<file path="src/rtl/window_shift_buffer.sv">
// WIN x WIN sliding pixel window: full raster load, or a one-cycle left/right/down shift
// followed by a valid/ready refill of the vacated column or row.
module window_shift_buffer #(
    parameter int unsigned DATA_W = 8,
    parameter int unsigned WIN    = 3
) (
    input  logic                        clk_i,
    input  logic                        n_rst_i,
    input  logic                        clear_i,
    input  logic                        start_i,
    input  logic [1:0]                  shift_direc_i,
    input  logic                        data_valid_i,
    input  logic [DATA_W-1:0]           data_r_i,
    output logic                        data_ready_o,
    output logic                        busy_o,
    output logic                        done_o,
    output logic                        window_valid_o,
    output logic [WIN*WIN*DATA_W-1:0]   window_o
);

    localparam int unsigned N    = WIN * WIN;
    localparam int unsigned CntW = $clog2(N + 1);

    typedef enum logic [1:0] {StIdle, StShift, StFill, StDone} state_e;
    typedef enum logic [1:0] {DirLoad = 2'b00, DirLeft = 2'b01, DirRight = 2'b10,
                              DirDown = 2'b11} dir_e;

    state_e            state_q, state_d;
    dir_e              dir_q, dir_d;
    logic [CntW-1:0]   cnt_q, cnt_d;
    logic [CntW-1:0]   tgt_q, tgt_d;
    logic              loaded_q, loaded_d;
    logic              valid_q, valid_d;

    logic [N*DATA_W-1:0] win_flat;
    logic                shift_en;
    logic                fill_en;
    int unsigned         slot;

    assign shift_en = (state_q == StShift);
    assign fill_en  = (state_q == StFill) && data_valid_i;

    // Window entry written by the current fill beat.
    always_comb begin
        slot = 32'(cnt_q);
        case (dir_q)
            DirLeft:  slot = 32'(cnt_q) * WIN + (WIN - 1);
            DirRight: slot = 32'(cnt_q) * WIN;
            default:  slot = 32'(cnt_q);
        endcase
    end

    always_comb begin
        state_d  = state_q;
        dir_d    = dir_q;
        cnt_d    = cnt_q;
        tgt_d    = tgt_q;
        loaded_d = loaded_q;
        valid_d  = valid_q;
        if (clear_i) begin
            state_d  = StIdle;
            cnt_d    = '0;
            loaded_d = 1'b0;
            valid_d  = 1'b0;
        end else begin
            unique case (state_q)
                StIdle: begin
                    if (start_i) begin
                        valid_d = 1'b0;
                        dir_d   = dir_e'(shift_direc_i);
                        cnt_d   = '0;
                        if (shift_direc_i == DirLoad) begin
                            tgt_d   = CntW'(N);
                            state_d = StFill;
                        end else begin
                            tgt_d   = CntW'(WIN);
                            state_d = StShift;
                        end
                    end
                end
                StShift: begin
                    cnt_d   = '0;
                    state_d = StFill;
                end
                StFill: begin
                    if (data_valid_i) begin
                        cnt_d = cnt_q + 1'b1;
                        if (cnt_q == tgt_q - 1'b1) begin
                            state_d  = StDone;
                            loaded_d = loaded_q || (dir_q == DirLoad);
                            valid_d  = loaded_q || (dir_q == DirLoad);
                        end
                    end
                end
                StDone:  state_d = StIdle;
                default: state_d = StIdle;
            endcase
        end
    end

    always_ff @(posedge clk_i or negedge n_rst_i) begin
        if (!n_rst_i) begin
            state_q  <= StIdle;
            dir_q    <= DirLoad;
            cnt_q    <= '0;
            tgt_q    <= '0;
            loaded_q <= 1'b0;
            valid_q  <= 1'b0;
        end else begin
            state_q  <= state_d;
            dir_q    <= dir_d;
            cnt_q    <= cnt_d;
            tgt_q    <= tgt_d;
            loaded_q <= loaded_d;
            valid_q  <= valid_d;
        end
    end

    for (genvar r = 0; r < WIN; r++) begin : g_row
        for (genvar c = 0; c < WIN; c++) begin : g_col
            localparam int unsigned Idx = r * WIN + c;

            logic [DATA_W-1:0] pix_q, pix_d;
            logic [DATA_W-1:0] from_right, from_left, from_up;

            // Neighbour sources; edge entries take zero when their neighbour falls off.
            if (c < WIN - 1) begin : g_r
                assign from_right = win_flat[(Idx+1)*DATA_W +: DATA_W];
            end else begin : g_r0
                assign from_right = '0;
            end
            if (c > 0) begin : g_l
                assign from_left = win_flat[(Idx-1)*DATA_W +: DATA_W];
            end else begin : g_l0
                assign from_left = '0;
            end
            if (r > 0) begin : g_u
                assign from_up = win_flat[(Idx-WIN)*DATA_W +: DATA_W];
            end else begin : g_u0
                assign from_up = '0;
            end

            always_comb begin
                pix_d = pix_q;
                if (clear_i) begin
                    pix_d = '0;
                end else if (shift_en) begin
                    case (dir_q)
                        DirLeft:  pix_d = from_right;
                        DirRight: pix_d = from_left;
                        DirDown:  pix_d = from_up;
                        default:  pix_d = pix_q;
                    endcase
                end else if (fill_en && (slot == Idx)) begin
                    pix_d = data_r_i;
                end
            end

            always_ff @(posedge clk_i or negedge n_rst_i) begin
                if (!n_rst_i) begin
                    pix_q <= '0;
                end else begin
                    pix_q <= pix_d;
                end
            end

            assign win_flat[Idx*DATA_W +: DATA_W] = pix_q;
        end
    end

    assign data_ready_o   = (state_q == StFill);
    assign busy_o         = (state_q != StIdle);
    assign done_o         = (state_q == StDone);
    assign window_valid_o = valid_q;
    assign window_o       = win_flat;

endmodule
</file>
<file path="config.mk">
export PLATFORM = sky130hd
export DESIGN_NAME = window_shift_buffer
export DESIGN_NICKNAME = d
export VERILOG_FILES = /design/src/rtl/window_shift_buffer.sv
export SDC_FILE = /design/constraint.sdc
export NUM_CORES = 1
export LEC_CHECK = 0
export CORE_MARGIN = 1
export CORE_UTILIZATION = 30
export DETAILED_ROUTE_END_ITERATION = 12
export GPL_ROUTABILITY_DRIVEN = 0
export HOLD_SLACK_MARGIN = 0.03
export PLACE_DENSITY = 0.62
export SLEW_MARGIN = 20
export SYNTH_ARGS = -nofsm -noshare
export SYNTH_HDL_FRONTEND = slang
export SYNTH_SLANG_ARGS = --single-unit
</file>
<file path="constraint.sdc">
create_clock -name clk_i -period 4.15 [get_ports clk_i]
set_input_delay 0.83 -clock clk_i [delete_from_list [all_inputs] [get_ports clk_i]]
set_output_delay 0.83 -clock clk_i [all_outputs]
set_load 0.005 [all_outputs]
</file>
==> results.md <==
- Setup repair after global routing left no endpoint under its margin.
- During I/O placement, the number of pins put on the boundary was 91.
- The number of antenna violations at the first check in global routing is 0.
- The average detailed-routed wire length per instance is around 18 um.
- Counting every instance in the synthesized netlist gives 516.
- In this run, post-CTS repair resized a total of 0 instances.
- The global router's overall resource usage is 17.4%.
- After detailed placement, the design holds a cell count of 800.
- For this run, the number of Yosys warnings is 0.
- STA classifies the critical path endpoint as a register.
- The clock period minus final worst setup slack is 3390 ps.
- The sink count of the clock tree is 85.
- The row count is 47.
- The die height is approximately 130 um.
- The clock tree from TritonCTS is built.
- The area added between synthesis and finish is 27.1%.
- The most critical setup path has its endpoint at g_row[2].g_col[1].from_right[6].
- At the pin with the least slew margin, the transition time is about 790 ps.
- The count of unresolved DRC violations after routing is 0.
- The number of buffers and inverters on the critical path is 3.
- Counting buffers and inverters, the worst setup path is 11 cells deep.
- Sequential cells were found to cover 41.2% of the synthesized design area.
- The routed design has 15100 um of wire.
- The final period utilization is between 80% and 90%.
- The required time at the worst-slack endpoint is 4380 ps.
- Of all flip-flops after synthesis, the portion carrying an async set or reset was 100%.
- The net count of the mapped netlist is 546.
- The net count of the finished layout is 621.
- For this run, the top clock speed supported by timing is 295 MHz.
- Between clock sinks in the finished design, the worst skew comes to 10.1 ps.
- The data arrival time of the critical path is 3620 ps.
- The final max-slew violation count is 0.
- Once detail routing completed, the nets flagged for antenna violations numbered 0.
- The HPWL reported at the end of detailed placement is 10500 um.
- The final standard cell count with taps included and fillers excluded is 816.
- After clock tree synthesis, the clock-pin slew on the worst setup and hold paths is 60 ps.
- The core area is 0.0167 mm^2.
- The final count of hold timing violations is 0.
- The number of maximum-capacitance constraint violations is 0.
- Counting the fill cells in the layout gives 1645.
- The top fanout value on the critical path is 8.
- In this run the critical register-to-register path is captured at g_row[2].g_col[1].from_right[6].
- The startpoint of the worst-slack reg-to-reg timing path is cnt_q[0].
- The worst setup path is launched from a register.
- In this run the register-to-register setup slack is 760 ps.
- The area of the die is 0.0178 mm^2.
- The netlist uses 51 different library cells.
- Registers take 0.00213 mm^2.
- Broken down by cell family, the worst path's largest delay share belongs to adder cells.
- In this run the cell area of the synthesized design comes to a little over 0.005 mm^2.
- Buffers added to address setup during post-CTS repair amount to 0.
- Measured against its own limit, the worst slew margin works out to 47.1%.
- The initial core utilization is around 31%.
- Setup violations remaining at the end of the flow were counted as 0.
- The deepest clock path buffer count is 2.
- Averaged over all synthesized cells, the footprint is about 10 um^2.
- The via count of the first global-routing pass is 4463.
- For this run, the detailed router's first-pass iteration total came to 7.
- Yosys attributes the largest share of cell area to sky130_fd_sc_hd__dfrtp_1 41%, sky130_fd_sc_hd__mux2_2 16%, sky130_fd_sc_hd__nand2_1 6.2%, sky130_fd_sc_hd__a31oi_1 5.0%, sky130_fd_sc_hd__a22oi_1 4.6%.
- The startpoint of the worst setup timing path is cnt_q[0].
- In this run the biggest area consumer among cell types represents 41.2% of the synthesized area.
- The number of antenna diodes in the final layout is 0.
- The critical path class is register to register.
- The post-detailed-route via-to-cell ratio is approximately 5.5.
- The multi-input combinational cells in the finished layout cover a total of 0.00286 mm^2.
- In this run the horizontal extent of the chip is 133 um.
- In this run, post-CTS hold repair placed 0 buffers.
- The final-layout setup total negative slack is 0 ps.
- The total power density per cell area is 789 mW/mm^2.
- The total vias in the final route is 4474.
- The wire length of the first global-routing pass is 24300 um.
- In the synthesized netlist the dominant register cell turns out to be sky130_fd_sc_hd__dfrtp_1.
- CTS placed an instance of sky130_fd_sc_hd__clkbuf_16 at the clock tree root.
- The class of the worst hold path is primary input to asynchronous set/reset pin.
- The register bit count reported by yosys is 85.
- For this run, the slowest stage of the critical path takes 670 ps.
- The worst supply voltage drop on vdd is 0.323 mV.
- The H-tree generated during clock tree synthesis spans 3 levels.
- The fraction of final layout cells with drive strength greater than 1 is 19.5%.
- Port buffering added 90 buffers.
- The count of flip-flops with a built-in enable after synthesis is 0.
- Global routing finished with a remaining overflow of 0.
- In this run the static leakage power is between 2 and 3 nW.
- The detailed router finished its first iteration with just over 300 violations.
- The depth of the most critical reg-to-reg path is 11.
- The number of CTS-inserted buffers is 9.
- The critical path goes through ha_1 > inv_1 > fa_1 > inv_1 > ha_1 > nand2_1 > a31o_2 > inv_1 > nor2_1 > a41oi_2 > mux2_2.
- The pin count of the biggest net entering global routing is 86.
- The most used cell along the critical path is sky130_fd_sc_hd__inv_1.
- The dominant cell type by area after synthesis is sky130_fd_sc_hd__dfrtp_1.
- For the worst-skew pair, the clock arrives at the later sink with an insertion delay of 350 ps.
- The run finished with clean final reports.
- The worst-path cell with the longest stage delay is sky130_fd_sc_hd__a41oi_2.
==> final cells by class <==
type / instances / share of cell area [%]
flip-flops and latches: 85 / 32.4
well taps: 220 / 4.19
multi-input cells: 385 / 43.6
clock inverters: 7 / 1.20
clock buffers: 9 / 3.43
inverters: 14 / 0.800
repair buffers: 96 / 14.4
==> per-layer routing <==
layer / vias up / share of wire (%) / track usage (%)
met2: 151 / 51 / 30.0
met4: 0 / 2.5 / 7.20
li1: 2048 / - / -
met3: 25 / 5.8 / 3.65
met1: 2250 / 40 / 21.1
met5: - / 0 / 0
==> report_power, final <==
part	switching (mW)	total (mW)	internal [mW]
registers	0.488	1.69	1.20
logic	1.33	2.66	1.33
clock network	0.359	0.833	0.474
total	2.18	5.18	3.00
==> how the worst min path moves through the flow <==
stage,start,endpoint,slack (ps),depth (start not counted)
after global routing,tgt_q[3],tgt_q[3],550,2
after floorplan,tgt_q[0],tgt_q[0],470,2
final,n_rst_i,g_row[0].g_col[1].from_right[1],530,1
after detailed placement,loaded_q,loaded_q,510,2
after global placement,loaded_q,loaded_q,480,2
after CTS,loaded_q,loaded_q,530,2
==> cells in the final DEF (no fill, tap or decap), drive strengths merged, types with 2 or more instances in the layout <==
cell type / instances
o21ai: 9
a31oi: 48
nand2b: 7
clkdlybuf4s50: 89
dfrtp: 85
a211oi: 2
inv: 17
xor2: 2
nand3: 8
xnor2: 2
a311oi: 2
ha: 14
nor2: 15
a21oi: 36
a41oi: 2
or3: 5
clkbuf: 9
a21boi: 2
mux2: 74
clkinv: 3
a311o: 2
o31ai: 5
nand2: 86
nor3: 5
nor4: 2
o21bai: 8
a22oi: 32
buf: 7
mux2i: 2
nor2b: 5
==> cell usage after synthesis (all sizes together), types with 2 or more instances <==
cell,instances
a311o,2
mux2,74
o21bai,8
o31ai,5
o21ai,9
clkbuf,26
nand3,8
nor2,15
ha,14
a21oi,36
xor2,2
nor2b,5
or3,5
dfrtp,85
a211oi,2
a22oi,32
nand2,86
xnor2,2
a31oi,48
mux2i,2
nor3,5
inv,14
a21boi,2
nand2b,7
a41oi,2
buf,6
a311oi,2
nor4,2
==> kinds of logic after synthesis <==
logic type                 count (synthesis)  synth area share [%]
DFF                                       85                  41.2
and+or+nand+nor                          137                  12.4
xor gates and xnor gates                   4                 0.678
muxes                                     76                  16.5
AOI/OAI and AO/OA                        153                  22.0
buffers and inverters                     46                  3.56
adders and majority gates                 15                  3.78
==> metrics by stage <==
step	hold WS [ps]	utilization (%)	cell area (um^2)	power, mW	setup slack (ps)
final	530	39.3	6570	5.18	760
after global routing	552	39.3	6570	5.52	549
after CTS	526	39.3	6570	5.20	772
after detailed placement	512	37.5	6260	4.36	771
after global placement	483	37.5	6260	4.29	856
after floorplan	466	-	5170	3.08	1150
==> flip-flops by register name (all words and copies together) (netlist names) <==
signal,flops
tgt_q,3
loaded_q,1
window_valid_o,1
state_q,2
cnt_q,4
dir_q,2
g_row.g_col.pix_q,24
g_row.g_col.from_right,48
Note: power is estimated with default switching activity, not from simulation.
